===== src/rtl/datapath_sequencer.sv =====
// datapath_sequencer: multi-cycle controller that runs one instruction at a
// time through the register file, data memory and adder/subtractor.
//
// Optional feature macro: SEQ_READBACK_EN
//   defined   -> after the data-memory write, the written word is read back
//                and compared with the result; a mismatch raises error.
//   undefined -> DM_WR goes straight to DONE; error only flags bad op_codes.
//
// Handshake: start/op_code/rs1/rs2/rd are sampled only on a rising edge while
// the FSM is in IDLE (busy=0). That edge is the accept. The operands are held
// internally until the next accept. start seen in any other state is dropped,
// not queued. Completion is a one-cycle done pulse. error and result are
// valid while done is high, and result stays valid until the next accept.

module datapath_sequencer #(
  parameter int WORDSIZE = 64,
  parameter int ADDRW    = 5
) (
  input  logic                clk,
  input  logic                rst,

  // instruction side
  input  logic                start,
  input  logic [6:0]          op_code,
  input  logic [ADDRW-1:0]    rs1,
  input  logic [ADDRW-1:0]    rs2,
  input  logic [ADDRW-1:0]    rd,
  output logic                busy,
  output logic                done,
  output logic                error,
  output logic [WORDSIZE-1:0] result,

  // register file
  output logic                rf_write_en,
  output logic [ADDRW-1:0]    rf_write_addr,
  output logic [WORDSIZE-1:0] rf_write_data,
  output logic [ADDRW-1:0]    rf_addr_a,
  output logic [ADDRW-1:0]    rf_addr_b,
  input  logic [WORDSIZE-1:0] rf_data_a,
  input  logic [WORDSIZE-1:0] rf_data_b,

  // data memory
  output logic [ADDRW-1:0]    dm_addr,
  output logic [WORDSIZE-1:0] dm_data_input,
  output logic                dm_write_enable,
  output logic                dm_read,
  input  logic [WORDSIZE-1:0] dm_data_output,

  // adder / subtractor
  output logic [WORDSIZE-1:0] adder_sub_factor_a,
  output logic [WORDSIZE-1:0] adder_sub_factor_b,
  output logic                adder_sub_operation,
  input  logic [WORDSIZE-1:0] adder_sub_result,

  // current FSM state, for observation only
  output logic [3:0]          state_dbg
);

  localparam logic [6:0] OP_NONE  = 7'h00;
  localparam logic [6:0] OP_STORE = 7'h01;
  localparam logic [6:0] OP_ADD   = 7'h02;
  localparam logic [6:0] OP_SUB   = 7'h03;

  typedef enum logic [3:0] {
    S_IDLE   = 4'd0,
    S_LD_A   = 4'd1,
    S_WR_A   = 4'd2,
    S_WR_B   = 4'd3,
    S_EXEC   = 4'd4,
    S_ST_RD  = 4'd5,
    S_DM_WR  = 4'd6,
    S_VF_RD  = 4'd7,
    S_VF_CHK = 4'd8,
    S_DONE   = 4'd9
  } state_t;

  state_t              state;
  state_t              state_next;

  logic [6:0]          op_q;
  logic [ADDRW-1:0]    rs1_q;
  logic [ADDRW-1:0]    rs2_q;
  logic [ADDRW-1:0]    rd_q;
  logic [WORDSIZE-1:0] result_q;
  logic                err_q;

  logic                accept;
  logic                op_known;

  assign accept   = (state == S_IDLE) && start;
  assign op_known = (op_code == OP_NONE) || (op_code == OP_STORE) ||
                    (op_code == OP_ADD)  || (op_code == OP_SUB);

  // State register plus the instruction latch, result register and error flag.
  always_ff @(posedge clk) begin
    if (rst) begin
      state    <= S_IDLE;
      op_q     <= '0;
      rs1_q    <= '0;
      rs2_q    <= '0;
      rd_q     <= '0;
      result_q <= '0;
      err_q    <= 1'b0;
    end else begin
      state <= state_next;
      if (accept) begin
        op_q  <= op_code;
        rs1_q <= rs1;
        rs2_q <= rs2;
        rd_q  <= rd;
        err_q <= !op_known;
      end
      if (state == S_EXEC) begin
        result_q <= adder_sub_result;
      end
      if (state == S_ST_RD) begin
        result_q <= rf_data_a;
      end
`ifdef SEQ_READBACK_EN
      if ((state == S_VF_CHK) && (dm_data_output != result_q)) begin
        err_q <= 1'b1;
      end
`endif
    end
  end

  // Next-state decode and all datapath controls; every output idles at 0.
  always_comb begin
    state_next          = state;
    rf_write_en         = 1'b0;
    rf_write_addr       = '0;
    rf_write_data       = '0;
    rf_addr_a           = '0;
    rf_addr_b           = '0;
    dm_addr             = '0;
    dm_data_input       = '0;
    dm_write_enable     = 1'b0;
    dm_read             = 1'b0;
    adder_sub_factor_a  = '0;
    adder_sub_factor_b  = '0;
    adder_sub_operation = 1'b0;

    case (state)
      S_IDLE: begin
        if (start) begin
          case (op_code)
            OP_ADD, OP_SUB: state_next = S_LD_A;
            OP_STORE:       state_next = S_ST_RD;
            default:        state_next = S_DONE;  // none or unknown
          endcase
        end
      end

      // Request mem[rs1]; the word arrives on dm_data_output next cycle.
      S_LD_A: begin
        dm_addr    = rs1_q;
        dm_read    = 1'b1;
        state_next = S_WR_A;
      end

      // Store mem[rs1] into rf[rs1] while requesting mem[rs2].
      S_WR_A: begin
        rf_write_en   = 1'b1;
        rf_write_addr = rs1_q;
        rf_write_data = dm_data_output;
        dm_addr       = rs2_q;
        dm_read       = 1'b1;
        state_next    = S_WR_B;
      end

      // Store mem[rs2] into rf[rs2]; with rs1==rs2 this rewrites the same value.
      S_WR_B: begin
        rf_write_en   = 1'b1;
        rf_write_addr = rs2_q;
        rf_write_data = dm_data_output;
        state_next    = S_EXEC;
      end

      // Feed both register operands to the ALU; result is captured at the edge.
      S_EXEC: begin
        rf_addr_a           = rs1_q;
        rf_addr_b           = rs2_q;
        adder_sub_factor_a  = rf_data_a;
        adder_sub_factor_b  = rf_data_b;
        adder_sub_operation = (op_q == OP_SUB);
        state_next          = S_DM_WR;
      end

      // Store path: rf[rs1] is captured into result at the edge.
      S_ST_RD: begin
        rf_addr_a  = rs1_q;
        state_next = S_DM_WR;
      end

      S_DM_WR: begin
        dm_addr         = rd_q;
        dm_data_input   = result_q;
        dm_write_enable = 1'b1;
`ifdef SEQ_READBACK_EN
        state_next      = S_VF_RD;
`else
        state_next      = S_DONE;
`endif
      end

`ifdef SEQ_READBACK_EN
      S_VF_RD: begin
        dm_addr    = rd_q;
        dm_read    = 1'b1;
        state_next = S_VF_CHK;
      end

      // Address held steady while the readback word is compared.
      S_VF_CHK: begin
        dm_addr    = rd_q;
        state_next = S_DONE;
      end
`endif

      S_DONE: begin
        state_next = S_IDLE;
      end

      default: begin
        state_next = S_IDLE;
      end
    endcase
  end

  assign busy      = (state != S_IDLE);
  assign done      = (state == S_DONE);
  assign error     = (state == S_DONE) && err_q;
  assign result    = result_q;
  assign state_dbg = state;

endmodule

===== config.mk =====
export PLATFORM = sky130hd
export DESIGN_NAME = datapath_sequencer
export DESIGN_NICKNAME = d
export VERILOG_FILES = /design/src/rtl/datapath_sequencer.sv
export SDC_FILE = /design/constraint.sdc
export NUM_CORES = 1
export LEC_CHECK = 0
export BUFFER_PORTS_ARGS = -buffer_cell sky130_fd_sc_hd__buf_2
export CAP_MARGIN = 25
export CORE_AREA = 8 8 241 243
export DETAILED_ROUTE_END_ITERATION = 8
export DIE_AREA = 0 0 249 251
export PLACE_DENSITY_LB_ADDON = 0.08
export SYNTH_ARGS = -nofsm -noshare
export SYNTH_HDL_FRONTEND = slang
export SYNTH_SLANG_ARGS = --single-unit

===== constraint.sdc =====
create_clock -name clk -period 4.46 [get_ports clk]
set_clock_uncertainty 0.15 [all_clocks]
set_input_delay 0.892 -clock clk [delete_from_list [all_inputs] [get_ports clk]]
set_output_delay 0.892 -clock clk [all_outputs]
set_load 0.03 [all_outputs]

==> out/metrics.csv, run 1 <==
metric,value,unit
outcome,finished clean,
hold_depth,2,
synthFlopType,dfxtp_1,
worstRegToRegCells,4,
pre_cts_ws,1.25,ns
grt_setup_unrepaired,no,
die_y,251,um
synthTopCellsByCount,"267 x and2_1, 91 x dfxtp_1, 75 x nor2_1, 69 x mux2i_1, 65 x a211oi_1",
cp_max_fo,14,
synth.area.top_cells,"dfxtp_1 31%, and2_1 28%, mux2i_1 12%, a211oi_1 8.3%, nor2_1 4.8%",
synth-seq-cells,91,
routed_via_density,3.59,
vias,7297,
track_usage,0.113,
max_freq,281,MHz
cts_sinks,91,
crit_arrival,2.52,ns
tightest_slew,0.878,ns
fp.dieW,249,um
required,3.42,ns
ir_drop,0.188,mV
seq_area_frac_synth,0.310,
drt_iter0_drc,185,
crit_path_top_delay_cell,nor4b_2,
drc,0,
crit_path_end,dm_addr[1],
synth_area,5880,sq um
cts_hold_buf,0,
fp-row-count,86,
worstSetupPathType,reg2out,
slew_violations,0,
syn_nets,1029,
post_cts_buffers,0,
worstPathCellList,"nor4b_2, a222oi_1, inv_1, buf_2",
dp_hpwl,30100,um
ctsResizeCount,0,
grt_max_degree,135,
overflow,0,
fin_util,0.185,
io_pins,632,
area_delta_synth_final,71.3,%
synth_most_common_cell,and2_1,
yosysTopAreaCell,dfxtp_1,
p_per_area,219,nW/um^2
cts_tree,done,
clkLatencyLatePin,0.37,ns
postPlaceCellArea,9760,sq um
synth_xor_area_frac,0,
routabilityCongestion,0.751,
cts_buffer_depth,2,
max_stage_delay,0.82,ns
yosys.area_share.simple,0.378,
htreeDepth,3,
post_synth.cell_area_avg,7.86,sq um
antenna_found_initial,3,
synth_cells,748,
setup.worst_path.start_class,flip-flop,
synth_fa_ha_area_frac,0,
async_flop_share,0,
drtPass1Iterations,5,
setup_viol,0,
min_path_type,reg2reg,
clk_pin_slew,0.07,ns
wl_per_cell,18.2,um
crit_path_end_kind,output port,
startpoint,state_dbg[1]$_SDFFE_PP0P_,
core-area,54300,sq um
r2r_end,result[22]$_SDFFE_PP0P_,
slew_headroom,0.413,
maxCapViolations,0,
dieArea,62500,sq um
synth-compound-area-share,0.137,
grt_pass1_vias,7516,
tns,0,ns
reg2reg_slack,1.69,ns
period_needed,3.56,ns
antenna_left,0,
initial_utilization,0.108,
io_buffers,631,
drt_wl_total,37000,um
setup_ws,0.896,ns
synth.top_cell.area_share,0.310,
synth_top_family_by_area,simple AND/OR/NAND/NOR gates,
power.leakage,0.00529,uW
cts-root-buf,clkbuf_16,
fin_area,10100,sq um
post-route-period-util,0.799,
grt_pass1_wl,53400,um
yosysUniqueCellTypes,29,
cts_buffers,9,
layout-drive-gt1-share,0.501,
synth_edf_count,0,
hold_viol,0,
r2r-start,state_dbg[2]$_SDFFE_PP0P_,
nNetsFinal,1607,
yosys-mux-area-fraction,0.117,
yosysWarnings,0,
per-stage QoR:
stage / total power, uW / instances / hold WS [ns]
final: 2210 / 2035 / 0.329
after global routing: 2350 / 2034 / 0.359
after CTS: 2290 / 2034 / 0.329
after detailed placement: 1380 / 2019 / 0.319
after global placement: 1380 / 2019 / 0.317
after floorplan: 1130 / 748 / 0.299
per-layer routing:
metal | up-vias | global-route usage | wire [um]
li1 | 3684 | - | -
met1 | 3301 | 0.117 | 13900
met2 | 279 | 0.214 | 20000
met3 | 27 | 0.0375 | 2540
met4 | 6 | 0.0315 | 535
met5 | - | 0 | 31
where the power goes:
group          internal (uW)  switching (uW)  total [uW]
combinational            198             282         481
clock                    492             366         858
sequential               837            30.7         868
registers in the layout, summed over array words and instances (netlist names):
name       count
err_q          1
op_q           7
rd_q           5
result        64
rs1_q          5
rs2_q          5
state_dbg      4
worst max-delay path: cells and delay by family (launching register included):
family	cells	cell delay [ns]
flops	1	0.71
buf+inv	2	0.45
compound gates	1	0.17
simple gates	1	0.82
cells in the final DEF, fill, tap and decap left out, types with 2 or more instances in the layout:
| cell | synthesis | final |
|---|---|---|
| nor2_1 | 75 | 75 |
| a211oi_1 | 65 | 65 |
| a222oi_1 | 5 | 5 |
| inv_1 | 8 | 8 |
| nor4_4 | 1 | 2 |
| buf_4 | 0 | 11 |
| a21oi_1 | 25 | 25 |
| dfxtp_1 | 91 | 90 |
| o21ai_0 | 22 | 22 |
| nor4b_2 | 0 | 2 |
| and2_1 | 267 | 267 |
| bufinv_16 | 0 | 2 |
| inv_6 | 0 | 2 |
| a311oi_1 | 2 | 2 |
| or2_2 | 2 | 2 |
| nand3b_1 | 2 | 2 |
| mux2i_1 | 69 | 69 |
| buf_2 | 19 | 630 |
| nand2b_1 | 2 | 2 |
| clkbuf_16 | 0 | 9 |
| nand3_1 | 22 | 22 |
how the worst min path moves through the flow:
stage	from	endpoint	slack [ns]
6_report	op_q[2]$_SDFFE_PP0P_	op_q[2]$_SDFFE_PP0P_	0.33
5_1_grt	op_q[2]$_SDFFE_PP0P_	op_q[2]$_SDFFE_PP0P_	0.36
4_1_cts	op_q[2]$_SDFFE_PP0P_	op_q[2]$_SDFFE_PP0P_	0.33
3_5_place_dp	op_q[1]$_SDFFE_PP0P_	op_q[1]$_SDFFE_PP0P_	0.32
3_3_place_gp	op_q[0]$_SDFFE_PP0P_	op_q[0]$_SDFFE_PP0P_	0.32
2_1_floorplan	op_q[0]$_SDFFE_PP0P_	op_q[0]$_SDFFE_PP0P_	0.30
cell families after synthesis:
family	Yosys count
mux	69
flops	91
compound gates	121
buf+inv	84
simple gates	383
layout make-up:
type                    instances  area, sq um
clock inverters                 5         85.1
well taps                     704          881
fillers                      6247        44300
multi-input cells             573         3760
inverters                       9         33.8
repair buffers                642         3260
clock buffers                  10          229
flip-flops and latches         91         1830
diodes                          1         2.50
Note: power is estimated with default switching activity, not from simulation.
==> run 2, diff against run 1 <==
ABC_AREA = 1   (was not set)
CORE_AREA = 8 8 238 240   (was 8 8 241 243)
DIE_AREA = 0 0 246 248   (was 0 0 249 251)
clock period = 3.6 ns   (was 4.46 ns; I/O delays follow)
==> out/metrics.csv, run 2 <==
metric,value,unit
initial_utilization,0.115,
min_path_type,reg2reg,
yosysTopAreaCell,dfxtp_1,
cts-root-buf,clkbuf_16,
cts_sinks,91,
yosysWarnings,0,
grt_pass1_wl,56000,um
drt_iter0_drc,263,
max_freq,318,MHz
slew_violations,0,
dp_hpwl,32500,um
synth_area,6120,sq um
setup_viol,0,
grt_max_degree,67,
cp_max_fo,7,
outcome,finished clean,
syn_nets,1434,
maxCapViolations,0,
cts_buffer_depth,2,
async_flop_share,0,
max_stage_delay,0.43,ns
synth.area.top_cells,"dfxtp_1 30%, nor2_1 28%, inv_1 18%, a21oi_1 7.4%, o21ai_0 6.6%",
synth.top_cell.area_share,0.297,
setup_ws,0.450,ns
seq_area_frac_synth,0.297,
period_needed,3.15,ns
wl_per_cell,16.2,um
layout-drive-gt1-share,0.384,
slew_headroom,0.463,
crit_arrival,2.28,ns
yosysUniqueCellTypes,22,
synthTopCellsByCount,"465 x nor2_1, 295 x inv_1, 91 x dfxtp_1, 90 x a21oi_1, 81 x o21ai_0",
post_synth.cell_area_avg,5.31,sq um
p_per_area,454,nW/um^2
required,2.73,ns
nNetsFinal,2022,
routabilityCongestion,0.831,
antenna_found_initial,7,
dieArea,61000,sq um
synth-seq-cells,91,
setup.worst_path.start_class,flip-flop,
fp.dieW,246,um
power.leakage,0.00647,uW
post_cts_buffers,0,
tightest_slew,0.805,ns
synth_cells,1153,
reg2reg_slack,1.12,ns
track_usage,0.122,
area_delta_synth_final,68.1,%
vias,8744,
n_fill_cell,6288,
clkLatencyLatePin,0.37,ns
antenna_left,0,
cts_tree,done,
final_common_cell,buf_2,
worstPathCellList,"inv_1, nor2_1, nand2_1, inv_1, nand2_1, o211ai_1, buf_2",
post-route-period-util,0.875,
fp-row-count,85,
drt_wl_total,39700,um
largest_reg_flops,64,
io_pins,632,
worstSetupPathType,reg2out,
ir_drop,0.197,mV
crit_path_top_delay_cell,dfxtp_1,
p_total,4670,uW
die_y,248,um
core-area,53100,sq um
tns,0,ns
io_buffers,631,
grt_setup_unrepaired,no,
cts_hold_buf,0,
drc,0,
mostFrequentLayoutCells,"631 x buf_2, 465 x nor2_1, 294 x inv_1",
clk_pin_slew,0.07,ns
cts_buffers,9,
crit_buf_inv,3,
synth_edf_count,0,
ctsResizeCount,0,
crit_family,simple AND/OR/NAND/NOR gates,
synth_most_common_cell,nor2_1,
hold_viol,0,
overflow,0,
drtPass1Iterations,4,
htreeDepth,3,
synthFlopType,dfxtp_1,
routed_via_density,3.58,
pre_cts_ws,0.809,ns
grt_pass1_vias,8844,
crit_path_end_kind,output port,
==> run 2: metrics by stage <==
step	std cells	hold WS, ns	utilization	cell area (sq um)
detailed placement	2426	0.297	0.188	9990
global route	2443	0.324	0.194	10300
finish	2443	0.304	0.194	10300
CTS	2441	0.309	0.194	10300
floorplan	1153	0.279	-	6120
global placement	2426	0.296	0.188	9990
==> run 2: cell type report <==
class | count | area [sq um] | share of cell area
timing repair buffer | 645 | 3260 | 0.317
multi-input combinational | 696 | 2920 | 0.283
sequential | 91 | 1830 | 0.177
inverter | 298 | 1120 | 0.109
tap | 696 | 871 | 0.0846
clock buffer | 9 | 225 | 0.0219
clock inverter | 6 | 72.6 | 0.00705
antenna | 2 | 5.00 | 0.000486
==> run 2: report_power, final <==
part           switching [uW]  internal, uW  leakage, uW
clock network             489           544     0.000143
logic                    1720           650      0.00558
registers                 113          1160     0.000739
==> run 2: path summary, 6_finish.rpt <==
kind                               end  depth (start not counted)                      start
min               op_q[4]$_SDFFE_PP0P_                          2       op_q[4]$_SDFFE_PP0P_
max reg2reg  state_dbg[1]$_SDFFE_PP0P_                          7  state_dbg[2]$_SDFFE_PP0P_
max                         dm_addr[3]                          7  state_dbg[1]$_SDFFE_PP0P_
min reg2reg       op_q[4]$_SDFFE_PP0P_                          2       op_q[4]$_SDFFE_PP0P_
==> run 2: cell families (layout without fill, tap and decap cells) <==
logic type,count (synthesis),in the layout,share of synthesized area
and+or+nand+nor,509,509,0.317
buffers and inverters,366,958,0.230
AOI/OAI and AO/OA,187,187,0.156
DFF,91,91,0.297
other,0,2,0
==> run 2: tightest hold or removal path, delay by kind of cell (launching register included) <==
kind	cells	cell delay [ns]
compound gates	1	0.05
buf+inv	1	0.06
flops	1	0.30
==> run 2: per-layer routing <==
| metal | routed length, um | global-route usage |
|---|---|---|
| met5 | 46 | 0 |
| met1 | 15100 | 0.130 |
| met2 | 20900 | 0.228 |
| met4 | 532 | 0.0296 |
| met3 | 3110 | 0.0397 |
==> run 3, diff against run 2 <==
BUFFER_PORTS_ARGS = -buffer_cell sky130_fd_sc_hd__buf_4   (was -buffer_cell sky130_fd_sc_hd__buf_2)
==> out/metrics.csv, run 3 (synthesized netlist as in run 2, its figures left out) <==
metric,value,unit
crit_path_top_delay_cell,dfxtp_1,
post_cts_buffers,0,
overflow,0,
layout-drive-gt1-share,0.383,
grtUsageMet1,0.127,
fp.dieW,246,um
cp_max_fo,36,
post-route-period-util,0.868,
tightest_slew,0.803,ns
max_stage_delay,0.43,ns
drc,0,
dp_hpwl,34100,um
postPlaceCellArea,11600,sq um
fin_hold_ws,0.308,ns
antenna_found_initial,1,
wl_per_cell,17.2,um
crit_arrival,2.26,ns
cts_buffer_depth,2,
cts-root-buf,clkbuf_16,
slew_violations,0,
grt_pass1_vias,9121,
path_depth,6,
worstRegToRegCells,7,
clk_pin_slew,0.07,ns
required,2.73,ns
mostFrequentLayoutCells,"640 x buf_4, 465 x nor2_1, 294 x inv_1",
outcome,finished clean,
grt_setup_unrepaired,no,
r2r_end,result[32]$_SDFFE_PP0P_,
r2r-start,state_dbg[2]$_SDFFE_PP0P_,
initial_utilization,0.115,
final_common_cell,buf_4,
grt_pass1_wl,58800,um
setup_viol,0,
core-area,53100,sq um
antenna_left,0,
nNetsFinal,2019,
slew_headroom,0.465,
vias,8746,
track_usage,0.128,
min_to,rd_q[1]$_SDFFE_PP0P_,
worstSetupPathType,reg2out,
n_antenna_cell,0,
cts_tree,done,
crit_family,simple AND/OR/NAND/NOR gates,
fp-row-count,85,
setup.worst_path.start_class,flip-flop,
cts_hold_buf,0,
htreeDepth,3,
routed_via_density,3.59,
largest_reg_flops,64,
startpoint,state_dbg[1]$_SDFFE_PP0P_,
drtPass1Iterations,4,
grt.busiest_layer,met2,
routabilityCongestion,0.835,
fin_area,11900,sq um
cts_buffers,9,
hold_depth,2,
max_freq,320,MHz
ctsResizeCount,0,
io_pins,632,
fin_util,0.224,
reg2reg_slack,1.40,ns
maxCapViolations,0,
die_y,248,um
hp-start,rd_q[1]$_SDFFE_PP0P_,
clkLatencyLatePin,0.36,ns
crit_buf_inv,3,
grt_max_degree,129,
crit_path_end_kind,output port,
ir_drop,0.370,mV
grt_use_met3,0.0466,
drt_iter0_drc,265,
hold_viol,0,
min_path_type,reg2reg,
grtUsageMet2,0.246,
tns,0,ns
drt_wl_total,41900,um
area_delta_synth_final,94.3,%
worstPathCellList,"inv_1, nor2_1, nand2_4, buf_4, nor2_1, buf_4",
dieArea,61000,sq um
power.leakage,0.00668,uW
p_per_area,421,nW/um^2
io_buffers,631,
period_needed,3.13,ns
cts_sinks,91,
run 3: changes by cell type in the layout (fill, tap and decap cells not counted), sizes merged:
| cell | previous run | this run |
|---|---|---|
| bufinv | 1 | 2 |
| inv | 301 | 300 |
| clkinvlp | 1 | 2 |
| diode | 2 | 0 |
| buf | 645 | 642 |
run 3: tightest hold or removal path, stage by stage (launching register included):
cell and delay [ns]:
dfxtp_1 0.30, inv_1 0.06, a21oi_1 0.06
run 3: worst max path at each step:
| stage | endpoint |
|---|---|
| after floorplan | rf_write_data[10] |
| after global placement | dm_data_input[20] |
| after detailed placement | dm_data_input[23] |
| after CTS | dm_data_input[23] |
| after global routing | dm_data_input[18] |
| final | dm_data_input[23] |
run 3: final cells by class:
class	count	area (sq um)
fillers	6109	41200
repair buffers	642	4840
multi-input cells	696	2920
flip-flops and latches	91	1830
inverters	298	1120
well taps	696	871
clock buffers	9	225
clock inverters	7	97.6
run 3: per-stage QoR:
step | power, uW | setup slack [ns] | instances
3_5_place_dp | 4020 | 0.797 | 2423
2_1_floorplan | 2880 | 0.734 | 1153
5_1_grt | 5410 | 0.250 | 2439
6_report | 5010 | 0.475 | 2439
3_3_place_gp | 4040 | 0.901 | 2423
4_1_cts | 5170 | 0.367 | 2439
run 3: metal layers:
metal	wire length (um)	vias to the layer above
met5	0	-
met1	15100	3849
met4	879	0
met2	22300	349
li1	-	4510
met3	3660	38
run 3: power by group:
part	total [uW]	switching, uW	internal [uW]
clock network	1090	473	613
logic	2660	1770	893
registers	1270	104	1160
